===== src/rtl/pipeline_pkg.sv =====
// Shared pipeline definitions: opcode constants, hazard FSM state encoding
// and decode helpers used by the hazard/flush control block.
package pipeline_pkg;

  localparam logic [6:0] OP_ADD  = 7'h20;
  localparam logic [6:0] OP_SUB  = 7'h22;
  localparam logic [6:0] OP_ADDU = 7'h21;
  localparam logic [6:0] OP_SUBU = 7'h23;
  localparam logic [6:0] OP_ADDI = 7'h48;
  localparam logic [6:0] OP_AND  = 7'h24;
  localparam logic [6:0] OP_ANDI = 7'h4c;
  localparam logic [6:0] OP_OR   = 7'h25;
  localparam logic [6:0] OP_ORI  = 7'h4d;
  localparam logic [6:0] OP_XOR  = 7'h26;
  localparam logic [6:0] OP_XORI = 7'h4e;
  localparam logic [6:0] OP_NOR  = 7'h27;
  localparam logic [6:0] OP_SLL  = 7'h00;
  localparam logic [6:0] OP_SRL  = 7'h02;
  localparam logic [6:0] OP_LW   = 7'h63;
  localparam logic [6:0] OP_SW   = 7'h6b;
  localparam logic [6:0] OP_BEQ  = 7'h44;
  localparam logic [6:0] OP_BNE  = 7'h45;
  localparam logic [6:0] OP_BLT  = 7'h50;
  localparam logic [6:0] OP_BGE  = 7'h51;
  localparam logic [6:0] OP_J    = 7'h42;
  localparam logic [6:0] OP_JAL  = 7'h43;
  localparam logic [6:0] OP_JR   = 7'h08;

  typedef enum logic [1:0] {
    ST_RUN      = 2'd0,
    ST_LU_STALL = 2'd1,
    ST_BR_FLUSH = 2'd2
  } hz_state_t;

  // R-type, stores and conditional branches read rs2; immediates do not.
  function automatic logic uses_rs2(input logic [6:0] op);
    case (op)
      OP_ADD, OP_SUB, OP_ADDU, OP_SUBU, OP_AND, OP_OR, OP_XOR, OP_NOR,
      OP_SLL, OP_SRL, OP_SW, OP_BEQ, OP_BNE, OP_BLT, OP_BGE: uses_rs2 = 1'b1;
      default: uses_rs2 = 1'b0;
    endcase
  endfunction

  function automatic logic is_jump(input logic [6:0] op);
    is_jump = (op == OP_J) || (op == OP_JAL) || (op == OP_JR);
  endfunction

endpackage


===== src/rtl/sat_counter.sv =====
// Saturating event counter; holds at all-ones instead of wrapping.
module sat_counter #(
  parameter int CNT_W = 32
) (
  input  logic             clk,
  input  logic             rst,
  input  logic             inc,
  output logic [CNT_W-1:0] cnt
);

  always_ff @(negedge clk or posedge rst) begin
    if (rst)                   cnt <= '0;
    else if (inc && cnt != '1) cnt <= cnt + CNT_W'(1);
  end

endmodule


===== src/rtl/hazard_flush_ctrl.sv =====
// Load-use stall and control-flow flush sequencer for the IF/ID and ID/EX
// registers, with saturating perf counters for stall and flush events.
module hazard_flush_ctrl
  import pipeline_pkg::*;
#(
  parameter int LOAD_STALL_CYCLES = 1,
  parameter int BRANCH_PENALTY    = 1,
  parameter int CNT_W             = 32
) (
  input  logic             clk,
  input  logic             rst,
  input  logic [6:0]       ID_opcode,
  input  logic [4:0]       ID_rs1_ind,
  input  logic [4:0]       ID_rs2_ind,
  input  logic [4:0]       EX_rd_ind,
  input  logic             EX_memread,
  input  logic [6:0]       EX_opcode,
  input  logic             EX_branch_taken,
  output logic             PC_stall,
  output logic             IF_ID_stall,
  output logic             IF_ID_flush,
  output logic             ID_FLUSH,
  output logic [CNT_W-1:0] stall_cnt,
  output logic [CNT_W-1:0] flush_cnt
);

  localparam logic [3:0] LU_REM = 4'(LOAD_STALL_CYCLES - 1);
  localparam logic [3:0] BR_REM = 4'(BRANCH_PENALTY - 1);

  hz_state_t  state, nstate;
  logic [3:0] rem_cnt, nrem;
  logic       lu_hit, cf_hit;
  logic       stall_inc, flush_inc;
  logic       pc_stall_c, if_id_stall_c, if_id_flush_c, id_flush_c;

  assign lu_hit = EX_memread && (EX_rd_ind != 5'd0) &&
                  ((EX_rd_ind == ID_rs1_ind) ||
                   (uses_rs2(ID_opcode) && (EX_rd_ind == ID_rs2_ind)));
  assign cf_hit = EX_branch_taken || is_jump(EX_opcode);

  always_ff @(negedge clk or posedge rst) begin
    if (rst) begin
      state   <= ST_RUN;
      rem_cnt <= 4'd0;
    end else begin
      state   <= nstate;
      rem_cnt <= nrem;
    end
  end

  always_comb begin
    nstate        = state;
    nrem          = rem_cnt;
    pc_stall_c    = 1'b0;
    if_id_stall_c = 1'b0;
    if_id_flush_c = 1'b0;
    id_flush_c    = 1'b0;
    stall_inc     = 1'b0;
    flush_inc     = 1'b0;
    case (state)
      ST_RUN: begin
        // A taken redirect makes the ID instruction wrong-path, so it wins.
        if (cf_hit) begin
          if_id_flush_c = 1'b1;
          id_flush_c    = 1'b1;
          flush_inc     = 1'b1;
          if (BRANCH_PENALTY > 1) begin
            nstate = ST_BR_FLUSH;
            nrem   = BR_REM;
          end
        end else if (lu_hit) begin
          pc_stall_c    = 1'b1;
          if_id_stall_c = 1'b1;
          id_flush_c    = 1'b1;
          stall_inc     = 1'b1;
          if (LOAD_STALL_CYCLES > 1) begin
            nstate = ST_LU_STALL;
            nrem   = LU_REM;
          end
        end
      end
      ST_LU_STALL: begin
        pc_stall_c    = 1'b1;
        if_id_stall_c = 1'b1;
        id_flush_c    = 1'b1;
        nrem          = rem_cnt - 4'd1;
        if (rem_cnt <= 4'd1) begin
          nstate = ST_RUN;
          nrem   = 4'd0;
        end
      end
      ST_BR_FLUSH: begin
        if_id_flush_c = 1'b1;
        id_flush_c    = 1'b1;
        if (cf_hit) begin
          nrem      = BR_REM;
          flush_inc = 1'b1;
        end else begin
          nrem = rem_cnt - 4'd1;
          if (rem_cnt <= 4'd1) begin
            nstate = ST_RUN;
            nrem   = 4'd0;
          end
        end
      end
      default: begin
        nstate = ST_RUN;
        nrem   = 4'd0;
      end
    endcase
  end

  // Controls must drop immediately on reset, even mid-window.
  assign PC_stall    = pc_stall_c    && !rst;
  assign IF_ID_stall = if_id_stall_c && !rst;
  assign IF_ID_flush = if_id_flush_c && !rst;
  assign ID_FLUSH    = id_flush_c    && !rst;

  sat_counter #(.CNT_W(CNT_W)) u_stall_cnt (
    .clk (clk),
    .rst (rst),
    .inc (stall_inc),
    .cnt (stall_cnt)
  );

  sat_counter #(.CNT_W(CNT_W)) u_flush_cnt (
    .clk (clk),
    .rst (rst),
    .inc (flush_inc),
    .cnt (flush_cnt)
  );

endmodule


===== config.mk =====
export PLATFORM = sky130hd
export DESIGN_NAME = hazard_flush_ctrl
export DESIGN_NICKNAME = d
export VERILOG_FILES = /design/src/rtl/pipeline_pkg.sv /design/src/rtl/sat_counter.sv /design/src/rtl/hazard_flush_ctrl.sv
export SDC_FILE = /design/constraint.sdc
export NUM_CORES = 1
export LEC_CHECK = 0
export CAP_MARGIN = 10
export CORE_MARGIN = 2
export CORE_UTILIZATION = 50
export CTS_BUF_LIST = sky130_fd_sc_hd__clkbuf_8
export CTS_CLUSTER_DIAMETER = 150
export DETAILED_ROUTE_END_ITERATION = 10
export GPL_ROUTABILITY_DRIVEN = 0
export GPL_TIMING_DRIVEN = 0
export HOLD_SLACK_MARGIN = 0.02
export PLACE_DENSITY = 0.84
export SLEW_MARGIN = 10
export SYNTH_ARGS = -nofsm -noshare
export SYNTH_HDL_FRONTEND = slang
export SYNTH_SLANG_ARGS = --single-unit

===== constraint.sdc =====
create_clock -name clk -period 4.7 [get_ports clk]
set_clock_uncertainty 0.2 [all_clocks]
set_input_delay 0.94 -clock clk [delete_from_list [all_inputs] [get_ports clk]]
set_output_delay 0.94 -clock clk [all_outputs]
set_load 0.005 [all_outputs]

Word level (Yosys, flattened, before mapping):

Cells that the tools add are included.

* register bits: 70
* output and inout bits: 68
* logic and storage cells: 69

* multiplexer cells: 16
* magnitude comparators: 1
* reductions and logical operators: 20
* equality and inequality tests: 24
* bitwise operators: 1
* add/subtract/negate cells: 3

Operator list (number)
* $add A32 B1 Y32 const B: 2
* $ne A32 B32 Y1 const B: 2
* $eq A7 B6 Y1 const B: 8
* $eq A7 B7 Y1 const B: 7
* $reduce_or A15 Y1: 1
* $pmux W4 S3: 1
* $eq A5 B5 Y1: 2
* $logic_and A1 B1 Y1: 8
* $mux W4: 2
* $eq A7 B2 Y1 const B: 1
* $eq A7 B4 Y1 const B: 1
* $logic_not A7 Y1: 1
* $mux W1: 7
* $pmux W1 S2: 3
* $pmux W2 S3: 1
* $reduce_bool A5 Y1: 1
* $le A4 B1 Y1 const B: 1
* $logic_or A1 B1 Y1: 4
* $mux W2: 2
* $reduce_or A2 Y1: 2
* $sub A4 B1 Y4 const B: 1
* $eq A2 B1 Y1 const B: 1
* $eq A2 B2 Y1 const B: 1
* $logic_not A2 Y1: 1
* other kinds (4): 4

Longest topological paths before layout:

* word-level depth: 10
* gate-level depth with buffers: 8

By module:

A second synthesis with hierarchy kept.

* cells, all modules: 317
* area total of the unflattened synthesis: 3402.0 µm²

Modules (own cells, without submodules)
* sat_counter: cells each 139, sequential area each 800.8 µm², instances 2, area each 1561.5 µm²
* hazard_flush_ctrl: cells each 39, sequential area each 0.0 µm², instances 1, area each 279.0 µm²

==> run summary <==
Dominant synthesized flop cell = dfrtn_1
Crit start category = input port
Setup CP Type = input port to flip-flop
Hold Worst Slack = 0.316 ns
Simple-Gate Fraction of Synth Area = 27.7%
Setup WS pre-CTS = -1.24 ns
Main combinational cell family by area after synthesis = simple AND/OR/NAND/NOR gates
Worst-path maximum fanout = 5
Yosys cell types = 41
Fin cells = 617
Top cell type's share of synthesized area = 46.8%
RSZ-0062 raised after global routing = true
Xor and xnor area share after synthesis = 18.7%
Status = finished with violations
Die H = 86.7 um
Final count of hold timing violations = 0
EDFF count, synth = 0
Mapped cell area = 3420 um2
Worst r2r dst = u_flush_cnt.cnt[1]
Global-route wire length before repair = 19800 um
Hold path start = u_flush_cnt.cnt[8]
Sequential area share after synthesis = 46.8%
DR vias = 3940
Total core area = 6720 um2
Worst-Skew Late Latency = 0.34 ns
Worst-Margin Slew = 0.843 ns
Via-per-instance ratio = 6.39
Post-layout nets = 567
Placed cells = 516
DP HPWL = 6320 um
FP Rows = 30
Largest net degree at the start of global routing = 35
Max Slew Vio Count = 0
I/O pins = 101
Slew Limit Headroom = 43.7%
Area Overhead vs Synth = 77.6%
Worst setup EP type = flip-flop
CTS Buf Count = 9
Hold Path Class = flip-flop to flip-flop
WL/cell = 24.1 um
Vias in the first global route = 3885
Worst reg2reg setup slack = 1.40 ns
Worst-path clk slew = 0.06 ns
Max Cap Violations = 0
Worst R2R Path Depth = 7
Die Width = 86.7 um
Total Routing Usage GR = 34.4%
Violated checks = setup timing
Ordered cell list for the critical path = clkdlybuf4s50_1 -> a2111oi_4 -> buf_4 -> buf_6 -> or2_4 -> buf_4 -> buf_6 -> buf_16 -> nor4_2 -> xnor2_1
VDD IR-drop max = 0.255 mV
Reg2Reg Launch Point = u_flush_cnt.cnt[24]
Inserted Diodes = 0
Leading area contributor after synthesis = dfrtn_1
Util after Layout = 90.4%
Multiplexer share of the synthesized area = 0.658%
Dominant cells by area after synthesis = dfrtn_1, xor2_1, xnor2_1
Slowest stage delay, CP = 0.50 ns
GR Overflow Total = 0
#FFs+latches synth = 64
CTS max path bufs = 2
Post-synthesis adder-cell area fraction = 0.732%
Critical path data required time = 2.32 ns
Final setup fails = 64
Wire length after detailed routing = 14800 um
Hold Path End = u_flush_cnt.cnt[8]
Post-route cell area = 6080 um2
CTS tree = yes
Drt first pass iters = 5
Worst Path Buf+Inv = 6
Total Die Area = 7520 um2
Post-Syn Area per Cell = 10.2 um2
Final ANT Viol Nets = 0
Hold Path Depth = 1
Worst Path Arrival = 2.99 ns
Syn Nets = 370
Synth Area in Compound Gates = 2.63%
Layout cells sized above 1 = 36.1%
DRC viols = 0
Port Buf Inserts = 100
Power Density = 235 nW/um2
Post-route setup slack = -0.671 ns
Cells after Synth = 335
Placed inst area = 4620 um2
Clk sinks = 64
Top-count cell post-synth = dfrtn_1
Initial antenna violation count = 0
Synth async-reset ratio = 100%
H-tree Lvls = 3
Synth warn = 0
Post-synth top cells = dfrtn_1, xor2_1, nand2_1
Slowest cell on crit path = clkdlybuf4s50_1
Static Leak = 3.21 nW
Root Buffer = clkbuf_8
Starting Density = 50.9%
Crit-path leading delay family = buffers and inverters
Drt initial violations = 359
## metal layers
layer	GRT usage [%]	up-vias	wire length, um
met2	58.0	321	7440
met5	0	-	0
met1	41.7	1949	5280
li1	-	1585	-
met3	5.43	85	1180
met4	19.9	0	943
## flip-flops by register name (all words and copies together) (netlist names)
| name | count |
|---|---|
| u_flush_cnt.cnt | 32 |
| u_stall_cnt.cnt | 32 |
## power breakdown
part           internal [W]  switching (W)  total [W]
Clock              0.000199       0.000233   0.000431
Combinational      0.000175       0.000196   0.000371
Sequential         0.000592      0.0000345   0.000627
## final cells by class
cell class,count,area (um2)
Clock inverter,6,27.5
Inverter,11,45.0
Multi-Input combinational cell,251,2360
Buffer,8,116
Sequential cell,64,1600
Clock buffer,10,138
Tap cell,80,100
Timing Repair Buffer,187,1680
Fill cell,284,643
## logic make-up after synthesis
logic type      count (synthesis)
simple gates                  165
xor+xnor                       73
flops                          64
buf+inv                        20
compound gates                  9
mux                             2
fa+ha+maj                       2
## what timing repair did
action	4_1_cts	5_1_grt
setup endpoints to repair	128	65
gates resized for setup	191	48
cloned	6	0
pin swaps	38	35
setup buffers	74	9
hold buffers	0	0
hold endpoints to repair	0	0
## worst max path at each step
stage | from | endpoint | slack (ns) | cells after the start
floorplan | EX_opcode[1] | u_flush_cnt.cnt[26] | -0.50 | 6
global placement | EX_opcode[1] | u_stall_cnt.cnt[19] | -1.14 | 8
detailed placement | EX_opcode[1] | u_stall_cnt.cnt[17] | -1.24 | 8
CTS | EX_opcode[0] | u_flush_cnt.cnt[31] | -0.62 | 8
global route | EX_opcode[1] | u_flush_cnt.cnt[27] | -0.77 | 9
finish | EX_opcode[2] | u_stall_cnt.cnt[27] | -0.67 | 10
## cell usage in the layout (no fill, tap or decap), drive strengths merged, types with 2 or more instances in the layout
master           n
a21oi            2
and2             2
and3             6
and4             8
buf            100
clkbuf          13
clkdlybuf4s50   18
clkinv           4
dfrtn           64
dlygate4sd2     68
dlymetal6s2s     6
ha               2
inv             12
mux2             2
nand2           28
nand3           25
nand4           16
nor2            22
nor3            25
nor3b            2
nor4            20
nor4b            3
o21ai            3
xnor2           24
xor2            49
## stage by stage
| step | power (W) | TNS [ns] |
|---|---|---|
| floorplan | 0.000749 | -27.82 |
| global placement | 0.000881 | -81.77 |
| detailed placement | 0.000891 | -70.28 |
| CTS | 0.00135 | -29.68 |
| global route | 0.00147 | -34.06 |
| finish | 0.00143 | -30.59 |
(Power assumes the default switching activity.)
